File: config.mk
export PLATFORM = sky130hd
export DESIGN_NAME = core_decode_multi_flat
export DESIGN_NICKNAME = d
export VERILOG_FILES = /design/src/rtl/core_decode_multi_if.sv /design/src/rtl/core_decode_multi.sv /design/src/flat_wrapper.sv
export SDC_FILE = /design/constraint.sdc
export NUM_CORES = 1
export LEC_CHECK = 0
export CAP_MARGIN = 5
export CORE_AREA = 2 2 210 264
export CTS_BUF_LIST = sky130_fd_sc_hd__clkbuf_4 sky130_fd_sc_hd__clkbuf_8 sky130_fd_sc_hd__clkbuf_16
export CTS_CLUSTER_SIZE = 8
export DETAILED_ROUTE_END_ITERATION = 12
export DIE_AREA = 0 0 212 266
export PLACE_DENSITY_LB_ADDON = 0.2
export SLEW_MARGIN = 30
export SYNTH_ARGS = -nofsm -noshare
export SYNTH_HDL_FRONTEND = slang
export SYNTH_SLANG_ARGS = --single-unit
File: constraint.sdc
create_clock -name clk -period 5.1 [get_ports clk]
set_clock_uncertainty 0.05 [all_clocks]
set_input_delay 0.51 -clock clk [delete_from_list [all_inputs] [get_ports clk]]
set_output_delay 0.51 -clock clk [all_outputs]
set_load 0.02 [all_outputs]
File: src/rtl/core_decode_multi_if.sv
// Shared types and the fetch/decode bus for the multi-issue decode stage.
//   core_decode_multi_pkg : halfword pointer, opcode map and the per-lane insn_decode record.
//   core_decode_multi_if  : fetch beat (fetch_valid/insn/pc/count, fetch_ready), pipeline control
//                           (stall, flush), registered decode lanes (dec, dec_valid) and occupancy.
//                           master = fetch/control side, slave = decode stage.

package core_decode_multi_pkg;

    // Halfword-granular program counter.
    typedef logic [15:0] hptr_t;

    typedef enum logic [3:0] {
        OpNop = 4'h0,  // no operation, execute=0
        OpAlu = 4'h1,  // rd = ra op rb
        OpMul = 4'h2,  // rd = ra * rb
        OpImm = 4'h3,  // rd = imm8
        OpLd  = 4'h4,  // rd = mem[ra + imm4]
        OpSt  = 4'h5,  // mem[ra + imm4] = rb, rb taken from bits [11:8]
        OpBal = 4'h6   // rd = link, pc += imm8
    } opcode_e;

    typedef struct packed {
        logic branch;
        logic ldst;
        logic mul;
        logic load;
        logic store;
    } ctrl_t;

    typedef struct packed {
        hptr_t       pc;
        logic [15:0] insn;
        logic        execute;
        logic        illegal;
        ctrl_t       ctrl;
        logic [3:0]  rd;
        logic [3:0]  ra;
        logic [3:0]  rb;
        logic        uses_ra;
        logic        uses_rb;
        logic        writeback;
        logic [7:0]  imm;
    } insn_decode_t;

endpackage

interface core_decode_multi_if #(
    parameter int unsigned FETCH_W = 2,
    parameter int unsigned ISSUE_W = 2,
    parameter int unsigned DEPTH   = 8
);
    import core_decode_multi_pkg::*;

    localparam int unsigned FC_W  = $clog2(FETCH_W + 1);
    localparam int unsigned CNT_W = $clog2(DEPTH + 1);

    logic                          fetch_valid;
    logic [FETCH_W*16-1:0]         fetch_insn;
    hptr_t                         fetch_pc;
    logic [FC_W-1:0]               fetch_count;
    logic                          fetch_ready;
    logic                          stall;
    logic                          flush;
    insn_decode_t [ISSUE_W-1:0]    dec;
    logic [ISSUE_W-1:0]            dec_valid;
    logic [CNT_W-1:0]              occupancy;

    modport master (
        output fetch_valid, fetch_insn, fetch_pc, fetch_count, stall, flush,
        input  fetch_ready, dec, dec_valid, occupancy
    );

    modport slave (
        input  fetch_valid, fetch_insn, fetch_pc, fetch_count, stall, flush,
        output fetch_ready, dec, dec_valid, occupancy
    );

endinterface

File: src/rtl/core_decode_multi.sv
// Multi-issue decode stage for the 16-bit core.
// Fetched halfwords are buffered in a DEPTH-entry {insn, pc} queue; each cycle an in-order group of
// up to ISSUE_W instructions is formed from the head, decoded and registered onto bus.dec.
// Ports:
//   clk  - core clock
//   rst  - asynchronous reset, active-high
//   bus  - core_decode_multi_if.slave: fetch beat in, fetch_ready/dec/dec_valid/occupancy out,
//          stall and flush control in

module core_decode_multi
    import core_decode_multi_pkg::*;
#(
    parameter int unsigned FETCH_W = 2,
    parameter int unsigned ISSUE_W = 2,
    parameter int unsigned DEPTH   = 8
) (
    input logic               clk,
    input logic               rst,
    core_decode_multi_if.slave bus
);

    localparam int unsigned PTR_W = $clog2(DEPTH);
    localparam int unsigned CNT_W = $clog2(DEPTH + 1);
    localparam int unsigned FC_W  = $clog2(FETCH_W + 1);

    // Field decode; register number 0 is the zero register, so it never creates a dependency.
    function automatic insn_decode_t decode(input logic [15:0] insn, input hptr_t pc);
        insn_decode_t d;
        d      = '0;
        d.pc   = pc;
        d.insn = insn;
        d.rd   = insn[11:8];
        d.ra   = insn[7:4];
        d.rb   = insn[3:0];
        case (insn[15:12])
            OpNop: d.execute = 1'b0;
            OpAlu: begin
                d.execute   = 1'b1;
                d.uses_ra   = 1'b1;
                d.uses_rb   = 1'b1;
                d.writeback = 1'b1;
            end
            OpMul: begin
                d.execute   = 1'b1;
                d.uses_ra   = 1'b1;
                d.uses_rb   = 1'b1;
                d.writeback = 1'b1;
                d.ctrl.mul  = 1'b1;
            end
            OpImm: begin
                d.execute   = 1'b1;
                d.writeback = 1'b1;
                d.imm       = insn[7:0];
            end
            OpLd: begin
                d.execute   = 1'b1;
                d.uses_ra   = 1'b1;
                d.writeback = 1'b1;
                d.ctrl.ldst = 1'b1;
                d.ctrl.load = 1'b1;
                d.imm       = {4'b0, insn[3:0]};
            end
            OpSt: begin
                d.execute    = 1'b1;
                d.uses_ra    = 1'b1;
                d.uses_rb    = 1'b1;
                d.rb         = insn[11:8];
                d.rd         = 4'd0;
                d.ctrl.ldst  = 1'b1;
                d.ctrl.store = 1'b1;
                d.imm        = {4'b0, insn[3:0]};
            end
            OpBal: begin
                d.execute     = 1'b1;
                d.writeback   = 1'b1;
                d.ctrl.branch = 1'b1;
                d.imm         = insn[7:0];
            end
            default: d.illegal = 1'b1;
        endcase
        if (d.ra == 4'd0) d.uses_ra = 1'b0;
        if (d.rb == 4'd0) d.uses_rb = 1'b0;
        if (d.rd == 4'd0) d.writeback = 1'b0;
        return d;
    endfunction

    // True when `later` may not issue in the same group as the older lane `early`.
    function automatic logic conflict(input insn_decode_t early, input insn_decode_t later);
        logic raw;
        logic waw;
        raw = early.writeback && ((later.uses_ra && later.ra == early.rd) ||
                                  (later.uses_rb && later.rb == early.rd));
        waw = early.writeback && later.writeback && (later.rd == early.rd);
        return early.ctrl.branch || raw || waw ||
               (early.ctrl.ldst && later.ctrl.ldst) ||
               (early.ctrl.mul && later.ctrl.mul);
    endfunction

    logic [15:0]                q_insn [DEPTH];
    hptr_t                      q_pc   [DEPTH];

    logic [PTR_W-1:0]           rd_ptr_q, rd_ptr_d;
    logic [PTR_W-1:0]           wr_ptr_q, wr_ptr_d;
    logic [CNT_W-1:0]           count_q, count_d;
    insn_decode_t [ISSUE_W-1:0] dec_q, dec_d;
    logic [ISSUE_W-1:0]         dec_valid_q, dec_valid_d;

    insn_decode_t               lane_dec [ISSUE_W];
    logic [ISSUE_W-1:0]         issue;
    logic [CNT_W-1:0]           n_issue;
    logic [CNT_W-1:0]           pop_n;
    logic [CNT_W-1:0]           push_n;
    logic                       ready;
    logic                       push_en;

    // Free-space check uses only the registered count; a same-cycle pop gives no credit.
    assign ready   = (CNT_W'(DEPTH) - count_q) >= CNT_W'(FETCH_W);
    assign push_en = bus.fetch_valid && ready && !bus.flush;

    always_comb begin
        push_n = '0;
        if (push_en) begin
            if (bus.fetch_count > FC_W'(FETCH_W)) begin
                push_n = CNT_W'(FETCH_W);
            end else begin
                push_n = CNT_W'(bus.fetch_count);
            end
        end
    end

    // Group formation: lane k needs lane k-1 issued, a queue entry, and no conflict with any
    // older lane of the group; this keeps issue in order with no skipping.
    always_comb begin
        logic ok;
        ok      = 1'b0;
        issue   = '0;
        n_issue = '0;
        for (int k = 0; k < ISSUE_W; k++) begin
            lane_dec[k] = decode(q_insn[rd_ptr_q + PTR_W'(k)], q_pc[rd_ptr_q + PTR_W'(k)]);
        end
        issue[0] = (count_q != '0);
        for (int k = 1; k < ISSUE_W; k++) begin
            ok = issue[k-1] && (CNT_W'(k) < count_q);
            for (int j = 0; j < k; j++) begin
                if (conflict(lane_dec[j], lane_dec[k])) ok = 1'b0;
            end
            issue[k] = ok;
        end
        for (int k = 0; k < ISSUE_W; k++) begin
            n_issue = n_issue + CNT_W'(issue[k]);
        end
    end

    always_comb begin
        pop_n       = bus.stall ? '0 : n_issue;
        rd_ptr_d    = rd_ptr_q + PTR_W'(pop_n);
        wr_ptr_d    = wr_ptr_q + PTR_W'(push_n);
        count_d     = count_q + push_n - pop_n;
        dec_d       = dec_q;
        dec_valid_d = dec_valid_q;
        if (!bus.stall) begin
            for (int k = 0; k < ISSUE_W; k++) begin
                dec_d[k] = issue[k] ? lane_dec[k] : '0;
            end
            dec_valid_d = issue;
        end
        if (bus.flush) begin
            rd_ptr_d    = '0;
            wr_ptr_d    = '0;
            count_d     = '0;
            dec_d       = '0;
            dec_valid_d = '0;
        end
    end

    always_ff @(posedge clk or posedge rst) begin
        if (rst) begin
            rd_ptr_q    <= '0;
            wr_ptr_q    <= '0;
            count_q     <= '0;
            dec_q       <= '0;
            dec_valid_q <= '0;
        end else begin
            rd_ptr_q    <= rd_ptr_d;
            wr_ptr_q    <= wr_ptr_d;
            count_q     <= count_d;
            dec_q       <= dec_d;
            dec_valid_q <= dec_valid_d;
        end
    end

    // Queue storage needs no reset: entries are only read below the registered count.
    always_ff @(posedge clk) begin
        if (push_en) begin
            for (int i = 0; i < FETCH_W; i++) begin
                if (FC_W'(i) < bus.fetch_count) begin
                    q_insn[wr_ptr_q + PTR_W'(i)] <= bus.fetch_insn[16*i +: 16];
                    q_pc[wr_ptr_q + PTR_W'(i)]   <= bus.fetch_pc + hptr_t'(i);
                end
            end
        end
    end

    assign bus.fetch_ready = ready;
    assign bus.dec         = dec_q;
    assign bus.dec_valid   = dec_valid_q;
    assign bus.occupancy   = count_q;

    a_fetch_count_legal: assert property (@(posedge clk) disable iff (rst)
        bus.fetch_valid |-> (bus.fetch_count <= FC_W'(FETCH_W)));

endmodule

File: src/flat_wrapper.sv
// flat-port wrapper written by rule: the top's interface ports become plain ports
module core_decode_multi_flat import core_decode_multi_pkg::*;
#(
    parameter int unsigned FETCH_W = 2,
    parameter int unsigned ISSUE_W = 2,
    parameter int unsigned DEPTH   = 8
)
  (clk, rst, bus_fetch_valid, bus_fetch_insn, bus_fetch_pc, bus_fetch_count, bus_stall, bus_flush, bus_fetch_ready, bus_dec, bus_dec_valid, bus_occupancy);
  core_decode_multi_if #(.FETCH_W(FETCH_W), .ISSUE_W(ISSUE_W), .DEPTH(DEPTH)) bus_i ();
  input logic clk;
  input logic rst;
  input wire logic [$bits(bus_i.fetch_valid)-1:0] bus_fetch_valid;
  input wire logic [$bits(bus_i.fetch_insn)-1:0] bus_fetch_insn;
  input wire logic [$bits(bus_i.fetch_pc)-1:0] bus_fetch_pc;
  input wire logic [$bits(bus_i.fetch_count)-1:0] bus_fetch_count;
  input wire logic [$bits(bus_i.stall)-1:0] bus_stall;
  input wire logic [$bits(bus_i.flush)-1:0] bus_flush;
  output wire logic [$bits(bus_i.fetch_ready)-1:0] bus_fetch_ready;
  output wire logic [$bits(bus_i.dec)-1:0] bus_dec;
  output wire logic [$bits(bus_i.dec_valid)-1:0] bus_dec_valid;
  output wire logic [$bits(bus_i.occupancy)-1:0] bus_occupancy;
  assign bus_i.fetch_valid = bus_fetch_valid;
  assign bus_i.fetch_insn = bus_fetch_insn;
  assign bus_i.fetch_pc = bus_fetch_pc;
  assign bus_i.fetch_count = bus_fetch_count;
  assign bus_i.stall = bus_stall;
  assign bus_i.flush = bus_flush;
  assign bus_fetch_ready = bus_i.fetch_ready;
  assign bus_dec = bus_i.dec;
  assign bus_dec_valid = bus_i.dec_valid;
  assign bus_occupancy = bus_i.occupancy;
  core_decode_multi #(.FETCH_W(FETCH_W), .ISSUE_W(ISSUE_W), .DEPTH(DEPTH)) u_core (.clk(clk), .rst(rst), .bus(bus_i));
endmodule
# --- Word level (Yosys, flattened, before mapping) ---
# Memory sizes are Yosys's and may differ from the RTL's.
# Index checks and enable logic that the tools add are counted.
# Widths: inputs -> output; s select.
totals:
  memories: 2
  ram_bits: 256
  mem_bits_ro: 0
  inputBits: 55
  latchBits: 0
  register_bits: 136
  word_cells: 156
op_classes:
  magnitude_cmp: 5
  n_eq_ne: 16
  multipliers: 0
  bitwise: 0
  n_reduce_logical: 39
  shifts: 0
  add_sub_neg: 9
  div_mod_pow: 0
  mux: 49
memory_table:
  columns: ["name", "depth", "width", "rd", "rd_ports_with_merged_regs", "wr", "line", "rtl"]
  rows:
  - ["u_core.q_insn", 8, 16, 2, 0, 2, "core_decode_multi.sv:99", "logic [15:0] q_insn [DEPTH];"]
  - ["u_core.q_pc", 8, 16, 2, 0, 2, "core_decode_multi.sv:100", "hptr_t q_pc [DEPTH];"]
op_table:
  columns: ["operator", "count"]
  rows:
  - ["$mux 124", 2]
  - ["$mux 62", 2]
  - ["$logic_not 4->1", 8]
  - ["$pmux 8 s2", 2]
  - ["$mux 1", 31]
  - ["$eq 4x3->1 const B", 6]
  - ["$mux 4", 5]
  - ["$add 16x1->16 const B", 1]
  - ["$eq 4x2->1 const B", 4]
  - ["$reduce_or 7->1", 2]
  - ["$eq 4x4->1", 3]
  - ["$reduce_or 6->1", 2]
  - ["$logic_and 1x1->1", 10]
  - ["$mux 5", 2]
  - ["$reduce_or 5->1", 2]
  - ["$eq 4x1->1 const B", 2]
  - ["$reduce_or 2->1", 4]
  - ["$reduce_or 4->1", 2]
  - ["$add 3x1->3 const B", 2]
  - ["$add 3x3->3", 2]
  - ["$mux 2", 3]
  - ["$mux 3", 2]
  - ["$reduce_or 3->1", 2]
  - ["$logic_or 1x1->1", 5]
  - ["11 further kinds", 12]

# --- Longest topological paths before layout ---
# Gate-level depths: netlist (run 1).
# An unclocked memory read counts as a cell.
logic_depth:
  word_depth: 18
  ltp_mapped: 25
  mapped_depth_nobuf: 21

# --- Worst setup path before layout (run 1) ---
# OpenSTA, ideal clock, no wires.
synth_path:
  path_kind: "reg-to-reg"
  from: "register u_core.rd_ptr_q[0]"
  to: "register u_core.count_q[3], in the netlist u_core.bus.occupancy[3]"
  n_path_buf: 2
  setup_time_ns: 0.132
  setup_slack_ns: 0.054
  path_stages_with_launch: 23
  t_required_ns: 4.918
  synth_period_minus_slack_ns: 5.046
  arrival_ns: 4.864
  cell_sequence: "dfrtp_1 > ha_1 > buf_6 > mux2_1 > mux4_2 > or4b_1 > buf_2 > o21ai_1 > a21boi_1 > a221oi_2 > or3_4 > nand2_1 > nor2_1 > ha_1 > nand2b_1 > inv_1 > fa_1 > inv_1 > ha_1 > a21o_1 > a21oi_1 > xnor2_1 > nor2_1"
synth_between:
  elab_chain_cells: 18
  word_cells_on_any_way: 60
  cone_classes: "3 x add/sub; 15 x eq/ne; 19 x mux; 22 x reduce/logical; 1 x memory"
synth_lines:
  columns: ["item", "line", "rtl"]
  rows:
  - ["from (decl)", "core_decode_multi.sv:102", "logic [PTR_W-1:0] rd_ptr_q, rd_ptr_d;"]
  - ["from (signal assigned)", "core_decode_multi.sv:184", "rd_ptr_q <= rd_ptr_d;"]
  - ["$add 3x1->3", "core_decode_multi.sv:139", "lane_dec[k] = decode(q_insn[rd_ptr_q + PTR_W'(k)], q_pc[rd_ptr_q + PTR_W'(k)]);"]
  - ["$mem_v2 8x16 *", null, null]
  - ["$eq 4x1->1, or another cell as far along", "core_decode_multi.sv:35", "case (insn[15:12])"]
  - ["$reduce_or 4->1 (no source line), or another cell as far along", null, null]
  - ["$mux 1 / $logic_not 4->1 (equally long branches)", "core_decode_multi.sv:35, core_decode_multi.sv:82", null]
  - ["$mux 1, on equally long branches", "core_decode_multi.sv:81, core_decode_multi.sv:82", null]
  - ["$logic_and 1x1->1, on equally long branches", "core_decode_multi.sv:91, core_decode_multi.sv:92", null]
  - ["$logic_or 1x1->1", "core_decode_multi.sv:91", "raw = early.writeback && ((later.uses_ra && later.ra == early.rd) ||"]
  - ["$logic_and 1x1->1", "core_decode_multi.sv:91", null]
  - ["$logic_or 1x1->1 (3 in a row)", "core_decode_multi.sv:94", "return early.ctrl.branch || raw || waw ||"]
  - ["$logic_or 1x1->1 *", "core_decode_multi.sv:95", "(early.ctrl.ldst && later.ctrl.ldst) ||"]
  - ["$mux 1 *", "core_decode_multi.sv:145", "if (conflict(lane_dec[j], lane_dec[k])) ok = 1'b0;"]
  - ["$add 1x1->2 *", "core_decode_multi.sv:150", "n_issue = n_issue + CNT_W'(issue[k]);"]
  - ["$mux 4 *", "core_decode_multi.sv:155", "pop_n = bus.stall ? '0 : n_issue;"]
  - ["$sub 4x4->4 *", "core_decode_multi.sv:158", "count_d = count_q + push_n - pop_n;"]
  - ["$mux 4 *", "core_decode_multi.sv:167", "if (bus.flush) begin"]
  - ["named net u_core.count_d[3]", "core_decode_multi.sv:104", "logic [CNT_W-1:0] count_q, count_d;"]
  - ["to (signal assigned)", "core_decode_multi.sv:186", "count_q <= count_d;"]
  - ["to (decl)", "core_decode_multi.sv:104", null]
# The timed path passes the listed nets; every way through them passes the cells marked *.
# A chain may end at the register's enable or synchronous reset.

# --- Worst setup path after layout (run 1) ---
layout_path:
  from: "register u_core.rd_ptr_q[1]"
  to: "register u_core.count_q[1], in the netlist u_core.bus.occupancy[1]"
# The elaborated chain is that of the path after synthesis.

==> run metrics, run 1 <==
most frequent cells in the layout=nand2_1 (496), edfxtp_1 (256), clkdlybuf4s50_1 (185); cell count after synthesis=1889; Least-Margin Pin Slew=0.992 ns; share of layout cells above drive strength 1=0.206; sequential cell area fraction in the yosys report=0.509; ys flop type=edfxtp_1; DP Cell Count=2774; Max Cap Viol=0; fin nets=2170; pwr dens=497 nW/um2; RSZ-0062 raised after global routing=true; total congestion overflow=0; std cell rows=96; H-Tree Level Count=2; Critical Path Start Type=flip-flop; drt pass-1 iters=5; DRC violations left=0; core box area=54200 um2; Yosys warnings=0; Net Count, Synth=1961; Layout area overhead=23.8%; max incr delay on CP=0.53 ns; largest net degree at the start of global routing=87; status=finished clean; most frequent CP cell=ha_1; first-pass GRT wire length=104000 um; Worst Path Arrival=5.52 ns; Antenna Violating Nets Remaining=0; # IOs=186; fin cells=2874; total power=13.2 mW; clk_lat worst skew=0.61 ns; Final WS setup=0.0645 ns; number of vias per cell=5.54; Setup WS pre-CTS=-0.119 ns; Mapped Area=21400 um2; TritonCTS clock tree=built; GP Congestion=0.893; IO buf count=185; GRT Total Usage=0.248; RR Startpoint=u_core.rd_ptr_q[1]; fmax=199 MHz; clock sink count=384; Reg-to-Reg End=u_core.bus.occupancy[1]; Critical Path RT=5.58 ns; critical-path cell list=ha_4 > mux2_4 > mux4_2 > or4b_1 > buf_6 > buf_4 > o21ai_4 > nor3_2 > a221oi_2 > or3_4 > nand2_4 > nor2_2 > ha_2 > nor2b_2 > ha_1 > inv_1 > ha_1 > fa_2 > nor2b_4; leading cell type in the layout, fill and taps excluded=nand2_1; Worst slew margin=0.336; endpoints failing setup=0; Num CTS Buffers=54; Period minus WS final=5.04 ns; Vias=15900; Chip Height=266 um; Yosys reg bits=384; period utilisation layout=0.987; final WL=69200 um; root buf cell=clkbuf_16; mean area per synthesized cell=11.3 um2; EDFF count, synth=256; leakage=9.98 nW; Detailed Route Iter0 Violations=1323; CTS Hold Bufs=0; fin area=26500 um2; WL/cell=24.1 um; Yosys cell types=67; Max IR drop VDD=0.000266 V; CP Capture Type=flip-flop; Critical Path Fanout Max=7; CP Class=reg2reg; clk slew on worst S/H paths=0.05 ns; area post-placement=24700 um2; Worst path slowest cell=fa_2; final hold viol count=0; max-slew violation count=0; Fillers=4848; area of the die=56400 um2; clk buf depth=3; internal reg-to-reg setup slack=0.06 ns; vias in the first global route=16100; Die X=212 um; antenna violations before repair=7; post-DP HPWL=46100 um; worst hold path type=in2async; FFs w/ async S/R, synth=0.333; Initial Utilization=0.395; worst r2r path cells=19
[per-stage QoR]
step | hold slack [ns] | util | TNS [ns]
6_report | 0.299 | 0.489 | 0
5_1_grt | 0.338 | 0.489 | -0.234
4_1_cts | 0.307 | 0.487 | -0.152
3_5_place_dp | 0.418 | 0.455 | -0.216
3_3_place_gp | 0.412 | 0.454 | -0.209
2_1_floorplan | 0.537 | - | 0
[kinds of logic after synthesis]
kind of cell | after synthesis | synth area share
xor gates and xnor gates | 138 | 0.0565
AOI/OAI and AO/OA | 201 | 0.0619
and+or+nand+nor | 716 | 0.139
adders and majority gates | 17 | 0.0114
DFF | 384 | 0.509
muxes | 241 | 0.184
buffers and inverters | 192 | 0.0386
[worst max-delay path, delay by kind of cell, from the launching register on]
| kind | cells | cell delay [ns] |
|---|---|---|
| AOI/OAI and AO/OA | 2 | 0.41 |
| and+or+nand+nor | 7 | 1.19 |
| buffers and inverters | 3 | 0.35 |
| muxes | 2 | 0.82 |
| DFF | 1 | 0.49 |
| adders and majority gates | 5 | 1.65 |
[cell usage after synthesis (all sizes together) (30+ instances only)]
cell type    n  share of area
clkbuf      94          0.017
inv         30         0.0053
nand2      498          0.087
mux2        48          0.025
nor2       109          0.019
dfrtp      128           0.15
edfxtp     256           0.36
mux2i       78          0.037
xnor2       68          0.028
buf         68          0.017
xor2        70          0.029
mux4       115           0.12
o21ai       92          0.022
[how the worst max path moves through the flow]
stage	startpoint	to	slack (ns)	cells past startpoint
after floorplan	u_core.rd_ptr_q[0]	u_core.bus.occupancy[3]	0.05	22
after global placement	u_core.rd_ptr_q[0]	u_core.bus.occupancy[3]	-0.13	22
after detailed placement	u_core.rd_ptr_q[0]	u_core.bus.occupancy[3]	-0.12	22
after CTS	u_core.rd_ptr_q[1]	u_core.bus.occupancy[3]	-0.08	21
after global routing	u_core.rd_ptr_q[0]	u_core.bus.occupancy[1]	-0.1	19
final	u_core.rd_ptr_q[1]	u_core.bus.occupancy[1]	0.06	19
[sequential cells by signal (all words and copies together) (netlist names)]
name                  cells
u_core.bus.dec          116
u_core.bus.dec_valid      2
u_core.bus.occupancy      4
u_core.q_insn           128
u_core.q_pc             128
u_core.rd_ptr_q           3
u_core.wr_ptr_q           3
[power by group]
part	total (mW)	leakage, nW	internal [mW]	switching, mW
registers	3.85	4.06	3.65	0.197
clock network	3.57	0.862	2.19	1.38
logic	5.74	5.06	2.66	3.08
total	13.2	9.98	8.51	4.65
[layout make-up]
type / instances / area (um2) / share of cell area
Sequential cell: 384 / 10900 / 0.412
Multi-Input combinational cell: 1313 / 9920 / 0.375
Timing Repair Buffer: 315 / 2930 / 0.111
Clock buffer: 92 / 1650 / 0.0625
Tap cell: 735 / 920 / 0.0347
Inverter: 30 / 118 / 0.00444
Clock inverter: 3 / 36.3 / 0.00137
Antenna cell: 2 / 5.00 / 0.000189
[what timing repair did]
item / 4_1_cts / 5_1_grt
pin swaps: 15 / 10
gates resized for setup: 10 / 16
setup endpoints to repair: 3 / 5
buffers inserted: 2 / 1
[layer usage]
layer | global-route usage | up-vias | share of wire
met5 | 0 | - | 0.00090
met4 | 0.0796 | 8 | 0.029
met3 | 0.0403 | 138 | 0.065
met2 | 0.439 | 621 | 0.51
met1 | 0.308 | 8009 | 0.40
li1 | - | 7141 | -
Power figures use the tool's default switching activity.
==> inputs of run 2 (changes only) <==
RECOVER_POWER = 25   (was default)
==> run 2 against run 1 <==
Effect of this change: setup slack improved by 0.0063 ns; worst hold slack improved by 0.12 ns; total power is 0.49% lower; sequential power barely moved; the flow now finishes with violations (max-capacitance violations, max-slew violations); die area unchanged; critical endpoint unchanged; routed wire length is essentially flat; largest power group unchanged; cell area about the same; highest routed layer unchanged; cell count unchanged; combinational power is 1% lower.
==> run metrics, run 2 (synthesis gave the netlist of run 1 again) <==
core box area=54200 um2; Layout area overhead=23.8%; most frequent cells in the layout=nand2_1 (496), edfxtp_1 (256), dfrtp_1 (125); TritonCTS clock tree=built; Worst slew margin=-0.835; most frequent CP cell=ha_1; clk slew on worst S/H paths=0.05 ns; final WL=69200 um; critical-path cell list=ha_4 > mux2_4 > mux4_2 > or4b_1 > buf_6 > buf_4 > o21ai_4 > nor3_2 > a221oi_2 > or3_4 > nand2_4 > nor2_2 > ha_2 > nor2b_2 > ha_1 > inv_1 > ha_1 > fa_2 > nor2b_4; RSZ-0062 raised after global routing=true; GRT Total Usage=0.248; GP Congestion=0.893; # IOs=186; Worst Path Buf+Inv=3; Worst path slowest cell=fa_2; WL/cell=24.1 um; Die X=212 um; share of layout cells above drive strength 1=0.205; Vias=15900; Max Cap Viol=2; family with the most delay on the worst path=adder cells; multi-input logic area=9920 um2; RR Startpoint=u_core.rd_ptr_q[1]; period utilisation layout=0.986; final core occ=0.489; Antenna Violating Nets Remaining=0; leading cell type in the layout, fill and taps excluded=nand2_1; Critical Path RT=5.58 ns; max-slew violation count=87; pwr dens=495 nW/um2; failing checks=max-capacitance violations, max-slew violations; Critical Path Fanout Max=7; DRC violations left=0; met3 wire length=4260 um; total congestion overflow=0; TNS Setup=0 ns; clk buf depth=3; root buf cell=clkbuf_16; Detailed Route Iter0 Violations=1329; final hold viol count=0; CP Capture Type=flip-flop; WL met2=35200 um; max incr delay on CP=0.53 ns; leakage=10.3 nW; fin cells=2874; CP Class=reg2reg; endpoints failing setup=0; Least-Margin Pin Slew=2.74 ns; max layer used=met5; Chip Height=266 um; first-pass GRT wire length=104000 um; worst hold path type=reg2reg; Fillers=4851; fin nets=2170; clock sink count=384; critical path startpoint=u_core.rd_ptr_q[1]; number of vias per cell=5.52; area of the die=56400 um2; Critical Path Start Type=flip-flop; Max IR drop VDD=0.000263 V; Register Area=10900 um2; Initial Utilization=0.395; clk_lat worst skew=0.62 ns; vias in the first global route=16100; Worst Path Arrival=5.51 ns; status=finished, violations left; drt pass-1 iters=5; largest net degree at the start of global routing=87; M1 WL=27500 um; hold_sp=u_core.bus.dec[94]; antenna violations before repair=7; Num CTS Buffers=54; fmax=199 MHz; Period minus WS final=5.03 ns; DP Cell Count=2774; IO buf count=185; post-DP HPWL=46100 um; H-Tree Level Count=2; std cell rows=96
[run 2: cell types whose count changed in the layout (fill, tap and decap cells not counted), sizes merged]
cell | before | now
inv | 32 | 31
clkbuf | 92 | 94
clkdlybuf4s50 | 185 | 88
dlygate4sd3 | 0 | 97
clkinvlp | 1 | 2
buf | 130 | 128
[run 2: metrics by stage]
| stage | instance area, um2 | hold slack, ns | power (mW) | worst slack, ns |
|---|---|---|---|---|
| detailed placement | 24700 | 0.418 | 9.52 | -0.119 |
| floorplan | 21400 | 0.537 | 7.29 | 0.0544 |
| CTS | 26400 | 0.307 | 13.2 | -0.0845 |
| global route | 26500 | 0.446 | 13.7 | -0.0986 |
| finish | 26500 | 0.423 | 13.1 | 0.0708 |
| global placement | 24600 | 0.412 | 9.46 | -0.128 |
[run 2: path summary, 6_finish.rpt]
path	end	cells after the start	slack (ns)
worst max-delay path	u_core.bus.occupancy[1]	19	0.07
worst min-delay path	u_core.bus.dec[94]	2	0.42
worst max register to register	u_core.bus.occupancy[1]	19	0.07
worst min register to register	u_core.bus.dec[94]	2	0.42
max in group asynchronous	u_core.rd_ptr_q[1]	3	1.13
min in group asynchronous	u_core.bus.occupancy[0]	2	1.07
[run 2: area by class of cell]
type | instances | share of cell area
Antenna cell | 2 | 0.000189
Clock buffer | 92 | 0.0625
Inverter | 30 | 0.00430
Clock inverter | 3 | 0.00137
Multi-Input combinational cell | 1313 | 0.375
Timing Repair Buffer | 315 | 0.110
Sequential cell | 384 | 0.412
Tap cell | 735 | 0.0347
[run 2: per-layer routing]
metal | GRT usage | vias up
li1 | - | 7142
met1 | 0.308 | 7966
met2 | 0.439 | 615
met3 | 0.0403 | 146
met4 | 0.0796 | 8
met5 | 0 | -
[run 2: worst register-to-register path: stages, from the launching register on]
cell and delay, ns:
dfrtp_4 0.49, ha_4 0.35, mux2_4 0.31, mux4_2 0.52
or4b_1 0.51, buf_6 0.16, buf_4 0.16, o21ai_4 0.16
nor3_2 0.06, a221oi_2 0.25, or3_4 0.19, nand2_4 0.06
nor2_2 0.11, ha_2 0.27, nor2b_2 0.15, ha_1 0.28
inv_1 0.04, ha_1 0.22, fa_2 0.53, nor2b_4 0.12
[run 2: power breakdown]
part / switching [mW] / internal [mW]
combinational: 3.08 / 2.60
clock: 1.38 / 2.19
sequential: 0.189 / 3.65
[run 2: timing repair]
item,in CTS,in global routing
hold buffers,0,0
resized for setup,10,16
setup buffers,2,1
setup endpoints to repair,3,5
pin swaps,15,10
